**config.mk**
```make
export PLATFORM = sky130hd
export DESIGN_NAME = imem_arbiter_flat
export DESIGN_NICKNAME = d
export VERILOG_FILES = /design/src/rtl/imem_arbiter_if.sv /design/src/rtl/imem_arbiter.sv /design/src/flat_wrapper.sv
export SDC_FILE = /design/constraint.sdc
export NUM_CORES = 1
export LEC_CHECK = 0
export ABC_AREA = 1
export BUFFER_PORTS_ARGS = -buffer_cell sky130_fd_sc_hd__buf_4
export CAP_MARGIN = 20
export CORE_MARGIN = 4
export CORE_UTILIZATION = 50
export CTS_CLUSTER_SIZE = 14
export DETAILED_ROUTE_END_ITERATION = 16
export PLACE_DENSITY = 0.84
export SYNTH_ARGS = -nofsm -noshare
export SYNTH_HDL_FRONTEND = slang
export SYNTH_SLANG_ARGS = --single-unit
```
**constraint.sdc**
```tcl
create_clock -name clk -period 3.1 [get_ports clk]
set_input_delay 0.62 -clock clk [delete_from_list [all_inputs] [get_ports clk]]
set_output_delay 0.62 -clock clk [all_outputs]
set_load 0.01 [all_outputs]
```
**src/rtl/imem_arbiter_if.sv**
```systemverilog
// Fetch/debug request-response bundle shared between the two requesters and imem_arbiter.
// master = requester side, slave = arbiter side.
interface imem_arbiter_if #(
  parameter int DATA_WIDTH = 32,
  parameter int BUS_WIDTH  = 17
);
  logic                  f_req;
  logic [BUS_WIDTH-1:0]  f_adr;
  logic                  f_gnt;
  logic                  f_rvalid;
  logic [DATA_WIDTH-1:0] f_rdata;
  logic                  f_err;

  logic                  d_req;
  logic [BUS_WIDTH-1:0]  d_adr;
  logic                  d_gnt;
  logic                  d_rvalid;
  logic [DATA_WIDTH-1:0] d_rdata;
  logic                  d_err;

  modport master (
    output f_req, f_adr, d_req, d_adr,
    input  f_gnt, f_rvalid, f_rdata, f_err, d_gnt, d_rvalid, d_rdata, d_err
  );

  modport slave (
    input  f_req, f_adr, d_req, d_adr,
    output f_gnt, f_rvalid, f_rdata, f_err, d_gnt, d_rvalid, d_rdata, d_err
  );
endinterface

```
**src/rtl/imem_arbiter.sv**
```systemverilog
// Two-port (fetch/debug) arbiter in front of a combinational instruction ROM.
// Define IMEM_ARB_RR_EN for round-robin on contention; otherwise fetch has fixed priority.
//   state | meaning
//   IDLE  | accepting a request, grant is combinational
//   READ  | ROM addressed by adr_q, response registered for the owner
module imem_arbiter #(
  parameter int DATA_WIDTH = 32,
  parameter int BUS_WIDTH  = 17
) (
  input  logic                  clk,
  input  logic                  reset,
  imem_arbiter_if.slave         bus,
  output logic [BUS_WIDTH-1:0]  rom_adr,
  input  logic [DATA_WIDTH-1:0] rom_data
);

`ifdef IMEM_ARB_RR_EN
  localparam bit RR_EN = 1'b1;
`else
  localparam bit RR_EN = 1'b0;
`endif

  localparam logic PORT_F = 1'b0;
  localparam logic PORT_D = 1'b1;

  typedef enum logic {IDLE = 1'b0, READ = 1'b1} state_t;

  state_t                state_q, state_d;
  logic [BUS_WIDTH-1:0]  adr_q;
  logic                  owner_q;
  logic                  last_q;
  logic [DATA_WIDTH-1:0] f_rdata_q, d_rdata_q;
  logic                  f_rvalid_q, d_rvalid_q;
  logic                  f_err_q, d_err_q;
  logic                  f_gnt_c, d_gnt_c;
  logic                  misaligned;

  always_ff @(posedge clk) begin
    if (reset) state_q <= IDLE;
    else       state_q <= state_d;
  end

  always_comb begin
    state_d = state_q;
    case (state_q)
      IDLE:    if (f_gnt_c || d_gnt_c) state_d = READ;
      READ:    state_d = IDLE;
      default: state_d = IDLE;
    endcase
  end

  // With RR_EN clear the contention case degenerates to fetch-always-wins.
  always_comb begin
    f_gnt_c = 1'b0;
    d_gnt_c = 1'b0;
    if (!reset && state_q == IDLE) begin
      if (bus.f_req && bus.d_req) begin
        d_gnt_c = RR_EN && (last_q == PORT_F);
        f_gnt_c = !d_gnt_c;
      end else begin
        f_gnt_c = bus.f_req;
        d_gnt_c = bus.d_req;
      end
    end
  end

  assign misaligned = (adr_q[1:0] != 2'b00);

  always_ff @(posedge clk) begin
    if (reset) begin
      adr_q      <= '0;
      owner_q    <= PORT_D;
      last_q     <= PORT_D;
      f_rdata_q  <= '0;
      d_rdata_q  <= '0;
      f_rvalid_q <= 1'b0;
      d_rvalid_q <= 1'b0;
      f_err_q    <= 1'b0;
      d_err_q    <= 1'b0;
    end else begin
      f_rvalid_q <= 1'b0;
      d_rvalid_q <= 1'b0;
      if (f_gnt_c || d_gnt_c) begin
        adr_q   <= d_gnt_c ? bus.d_adr : bus.f_adr;
        owner_q <= d_gnt_c ? PORT_D : PORT_F;
        last_q  <= d_gnt_c ? PORT_D : PORT_F;
      end
      if (state_q == READ) begin
        if (owner_q == PORT_D) begin
          d_rvalid_q <= 1'b1;
          d_rdata_q  <= misaligned ? '0 : rom_data;
          d_err_q    <= misaligned;
        end else begin
          f_rvalid_q <= 1'b1;
          f_rdata_q  <= misaligned ? '0 : rom_data;
          f_err_q    <= misaligned;
        end
      end
    end
  end

  assign rom_adr      = adr_q;
  assign bus.f_gnt    = f_gnt_c;
  assign bus.d_gnt    = d_gnt_c;
  assign bus.f_rvalid = f_rvalid_q;
  assign bus.d_rvalid = d_rvalid_q;
  assign bus.f_rdata  = f_rdata_q;
  assign bus.d_rdata  = d_rdata_q;
  assign bus.f_err    = f_err_q;
  assign bus.d_err    = d_err_q;

endmodule
```
**src/flat_wrapper.sv**
```systemverilog
// flat-port wrapper written by rule: the top's interface ports become plain ports
module imem_arbiter_flat 
#(
  parameter int DATA_WIDTH = 32,
  parameter int BUS_WIDTH  = 17
)
  (clk, reset, rom_adr, rom_data, bus_f_req, bus_f_adr, bus_d_req, bus_d_adr, bus_f_gnt, bus_f_rvalid, bus_f_rdata, bus_f_err, bus_d_gnt, bus_d_rvalid, bus_d_rdata, bus_d_err);
  imem_arbiter_if #(.DATA_WIDTH(DATA_WIDTH), .BUS_WIDTH(BUS_WIDTH)) bus_i ();
  input  logic clk;
  input  logic reset;
  output logic [BUS_WIDTH-1:0] rom_adr;
  input  logic [DATA_WIDTH-1:0] rom_data;
  input wire logic [$bits(bus_i.f_req)-1:0] bus_f_req;
  input wire logic [$bits(bus_i.f_adr)-1:0] bus_f_adr;
  input wire logic [$bits(bus_i.d_req)-1:0] bus_d_req;
  input wire logic [$bits(bus_i.d_adr)-1:0] bus_d_adr;
  output wire logic [$bits(bus_i.f_gnt)-1:0] bus_f_gnt;
  output wire logic [$bits(bus_i.f_rvalid)-1:0] bus_f_rvalid;
  output wire logic [$bits(bus_i.f_rdata)-1:0] bus_f_rdata;
  output wire logic [$bits(bus_i.f_err)-1:0] bus_f_err;
  output wire logic [$bits(bus_i.d_gnt)-1:0] bus_d_gnt;
  output wire logic [$bits(bus_i.d_rvalid)-1:0] bus_d_rvalid;
  output wire logic [$bits(bus_i.d_rdata)-1:0] bus_d_rdata;
  output wire logic [$bits(bus_i.d_err)-1:0] bus_d_err;
  assign bus_i.f_req = bus_f_req;
  assign bus_i.f_adr = bus_f_adr;
  assign bus_i.d_req = bus_d_req;
  assign bus_i.d_adr = bus_d_adr;
  assign bus_f_gnt = bus_i.f_gnt;
  assign bus_f_rvalid = bus_i.f_rvalid;
  assign bus_f_rdata = bus_i.f_rdata;
  assign bus_f_err = bus_i.f_err;
  assign bus_d_gnt = bus_i.d_gnt;
  assign bus_d_rvalid = bus_i.d_rvalid;
  assign bus_d_rdata = bus_i.d_rdata;
  assign bus_d_err = bus_i.d_err;
  imem_arbiter #(.DATA_WIDTH(DATA_WIDTH), .BUS_WIDTH(BUS_WIDTH)) u_core (.clk(clk), .reset(reset), .bus(bus_i), .rom_adr(rom_adr), .rom_data(rom_data));
endmodule
```
==> flow_results.xml <==
<?xml version="1.0" encoding="UTF-8"?>
<metrics>
  <group name="outcome">
    <metric name="status" unit="">finished clean</metric>
  </group>
  <group name="worst_setup_path">
    <metric name="critPathTopFamily" unit="">simple AND/OR/NAND/NOR gates</metric>
    <metric name="library_cell_contributing_the_largest_single_delay_on_the_critical_path" unit="">sky130_fd_sc_hd__nor2_4</metric>
    <metric name="cp.required" unit="ns">2.48</metric>
    <metric name="cp_cell_sequence" unit="">buf_4 -&gt; nor2_4 -&gt; nand2_8 -&gt; inv_1 -&gt; buf_4</metric>
    <metric name="cp-start-kind" unit="">input pin</metric>
    <metric name="critPathMaxFanout" unit="">20</metric>
    <metric name="wp_buf_inv" unit="">3</metric>
    <metric name="critPathKind" unit="">in -&gt; out</metric>
    <metric name="critical_path.endpoint_type" unit="">output pin</metric>
    <metric name="cpPeakStageDelay" unit="ns">0.44</metric>
    <metric name="cell_type_with_the_highest_occurrence_count_on_the_critical_path" unit="">sky130_fd_sc_hd__buf_4</metric>
    <metric name="crit_arrival" unit="ns">1.66</metric>
  </group>
  <group name="timing">
    <metric name="maxSlewHeadroom" unit="%">53.3</metric>
    <metric name="max_freq" unit="GHz">0.439</metric>
    <metric name="fin_crit" unit="ns">2.28</metric>
    <metric name="setup-tns-final" unit="ns">0</metric>
    <metric name="tightest_slew" unit="ns">0.699</metric>
    <metric name="timing.final.crit_share" unit="%">73.4</metric>
    <metric name="setup_viol" unit="">0</metric>
    <metric name="rsz0062_at_grt" unit="">false</metric>
    <metric name="hold_viol_final" unit="">0</metric>
    <metric name="final_max_slew_viol_count" unit="">0</metric>
    <metric name="fin_worst_skew" unit="ns">0.00974</metric>
  </group>
  <group name="logic_synthesis">
    <metric name="synthesis.yosys.warnings" unit="">0</metric>
    <metric name="syn-num-nets" unit="">491</metric>
    <metric name="yosysUniqueCellTypes" unit="">22</metric>
    <metric name="syn_area" unit="sq um">3460</metric>
    <metric name="postSynthAreaPerCell" unit="sq um">8.22</metric>
    <metric name="synthCells" unit="">421</metric>
    <metric name="synth_seq_area_share" unit="%">50.3</metric>
    <metric name="synth-seq-cells" unit="">87</metric>
  </group>
  <group name="hold_path">
    <metric name="worst_hold_check_path_type" unit="">reg -&gt; reg</metric>
  </group>
  <group name="global_routing">
    <metric name="grt_first_pass_wirelength" unit="mm">14.8</metric>
    <metric name="grt_overflow" unit="">0</metric>
    <metric name="number_of_antenna_violations_at_the_first_check_in_global_routing" unit="">0</metric>
    <metric name="via_count_of_the_first_global_routing_pass" unit="">3186</metric>
    <metric name="largest_net_degree_at_the_start_of_global_routing" unit="">48</metric>
    <metric name="grtUsageTotal" unit="%">21.7</metric>
  </group>
  <group name="flow_run">
    <metric name="drv_cap" unit="">0</metric>
  </group>
  <group name="drt">
    <metric name="drt_first_pass_iters" unit="">5</metric>
    <metric name="final_antenna_net_count" unit="">0</metric>
    <metric name="via_total_after_detailed_routing" unit="">3332</metric>
    <metric name="wl" unit="mm">9.33</metric>
    <metric name="detail_route.iter0.violations" unit="">200</metric>
    <metric name="drc" unit="">0</metric>
    <metric name="post_drt_via_cell_ratio" unit="">5.16</metric>
    <metric name="wire_per_inst" unit="microns">14.4</metric>
  </group>
  <group name="die">
    <metric name="placeableCoreArea" unit="sq um">6760</metric>
    <metric name="floorplan.initialDensity" unit="%">51.2</metric>
    <metric name="design.die.area" unit="sq um">8310</metric>
    <metric name="fp-row-count" unit="">30</metric>
    <metric name="die_w" unit="microns">91.2</metric>
    <metric name="die_y" unit="microns">91.2</metric>
    <metric name="i_o_pin_count" unit="">157</metric>
  </group>
  <group name="cts">
    <metric name="cts.hold.buffers_added" unit="">0</metric>
    <metric name="cts.clk_slew.worst_paths" unit="ns">0.08</metric>
    <metric name="cts_num_sinks" unit="">87</metric>
    <metric name="cts-buffers-inserted" unit="">9</metric>
    <metric name="maximum_level_of_the_cts_h_tree" unit="">3</metric>
    <metric name="clk_lat_worst_skew" unit="ns">0.34</metric>
    <metric name="cts-root-buf" unit="">sky130_fd_sc_hd__clkbuf_8</metric>
    <metric name="cts_tree" unit="">yes</metric>
    <metric name="post_cts_buffers" unit="">0</metric>
    <metric name="cts_resized" unit="">0</metric>
    <metric name="clock_tree.buffer_depth" unit="">2</metric>
  </group>
  <group name="placement">
    <metric name="gpl.final_weighted_congestion" unit="">0.864</metric>
    <metric name="detailed_place_hpwl" unit="mm">6.76</metric>
    <metric name="port_buffers" unit="">156</metric>
  </group>
  <group name="final_layout">
    <metric name="antenna_cells_inserted" unit="">0</metric>
    <metric name="flow.area_growth_from_synthesis" unit="%">36.6</metric>
    <metric name="multi_input_area" unit="sq um">1340</metric>
    <metric name="postLayoutCoreUtil" unit="%">70.0</metric>
    <metric name="final.fill_count" unit="">575</metric>
    <metric name="layout.nets" unit="">631</metric>
    <metric name="drive_above_1_share" unit="%">36.0</metric>
    <metric name="layout.area.seq" unit="sq um">1740</metric>
  </group>
  <group name="pwr">
    <metric name="power.density" unit="nW/um^2">508</metric>
    <metric name="leakage" unit="nW">2.32</metric>
    <metric name="vdd_ir_drop_max" unit="uV">375</metric>
  </group>
</metrics>
==> registers in the layout, summed over array words and instances, names as in the netlist <==
register,cells
u_core.rom_adr,17
u_core.bus.d_rvalid,1
u_core.bus.d_err,1
u_core.state_q,1
u_core.bus.f_err,1
u_core.owner_q,1
u_core.bus.f_rdata,32
u_core.bus.f_rvalid,1
u_core.bus.d_rdata,32
==> cell type report <==
class                   instances  share of cell area, %
flip-flops and latches         87                   36.8
inverters                      42                   3.39
repair buffers                160                   25.4
well taps                      80                   2.12
multi-input cells             261                   28.4
clock buffers                  11                   2.99
clock inverters                 5                  0.873
==> stage by stage <==
stage	total power, W	area (sq um)	instances	setup WS [ns]	hold slack [ns]
final	0.00240	4730	646	0.824	0.491
after global routing	0.00252	4730	646	0.710	0.523
after CTS	0.00242	4730	646	0.828	0.492
after detailed placement	0.00171	4540	630	0.826	0.472
after global placement	0.00169	4540	630	0.860	0.467
after floorplan	0.00149	3460	421	1.29	0.480
==> synth_stat cells, drive strengths merged <==
| master | number | area [sq um] |
|---|---|---|
| nor2 | 4 | 43.8 |
| o21ai | 67 | 347 |
| inv | 42 | 160 |
| buf | 26 | 203 |
| clkbuf | 5 | 18.8 |
| nand2 | 71 | 305 |
| nand3 | 40 | 245 |
| nor3 | 1 | 5.00 |
| a21oi | 78 | 390 |
| dfxtp | 87 | 1740 |
==> cell families (layout without fill, tap and decap cells) <==
| group | after synthesis | count (layout) | synth area share (%) |
|---|---|---|---|
| AO/OA/AOI/OAI | 145 | 145 | 21.3 |
| AND/OR/NAND/NOR | 116 | 116 | 17.3 |
| flip-flops | 87 | 87 | 50.3 |
| buffers and inverters | 73 | 218 | 11.0 |
==> layout by cell type, fill, tap and decap left out, drive strengths merged <==
cell type    n
a21oi       78
buf        160
nor3         1
o21ai       67
inv         44
nand3       40
dfxtp       87
clkbuf      11
clkinv       1
clkinvlp     2
nor2         4
nand2       71
==> path summary, 6_finish.rpt <==
kind	from	end	slack [ns]	cells past startpoint
hold / removal	u_core.bus.d_rdata[15]	u_core.bus.d_rdata[15]	0.49	2
setup / recovery	reset	bus_d_gnt	0.82	5
hold reg to reg	u_core.bus.d_rdata[15]	u_core.bus.d_rdata[15]	0.49	2
setup reg to reg	u_core.state_q	u_core.bus.f_rdata[2]	1.26	5
==> power by group <==
part           switching, W  internal [W]  leakage [nW]  total [W]
clock              0.000399      0.000321        0.0866   0.000720
combinational      0.000242      0.000207          1.52   0.000449
sequential        0.0000407       0.00119         0.712    0.00123
==> routing by layer <==
metal / GRT usage [%] / up-vias / part of all wire (%)
met3: 5.05 / 14 / 4.4
met4: 7.29 / 0 / 2.0
met1: 24.8 / 1549 / 40
li1: - / 1684 / -
met2: 39.4 / 85 / 54
met5: 0 / - / 0
==> worst register-to-register path: stages (launching register included) <==
cell and delay (ns):
sky130_fd_sc_hd__dfxtp_1 0.43, sky130_fd_sc_hd__inv_2 0.08, sky130_fd_sc_hd__nor2_4 0.55, sky130_fd_sc_hd__buf_4 0.41
sky130_fd_sc_hd__o21ai_0 0.15, sky130_fd_sc_hd__a21oi_1 0.16
Power figures use the tool's default switching activity.
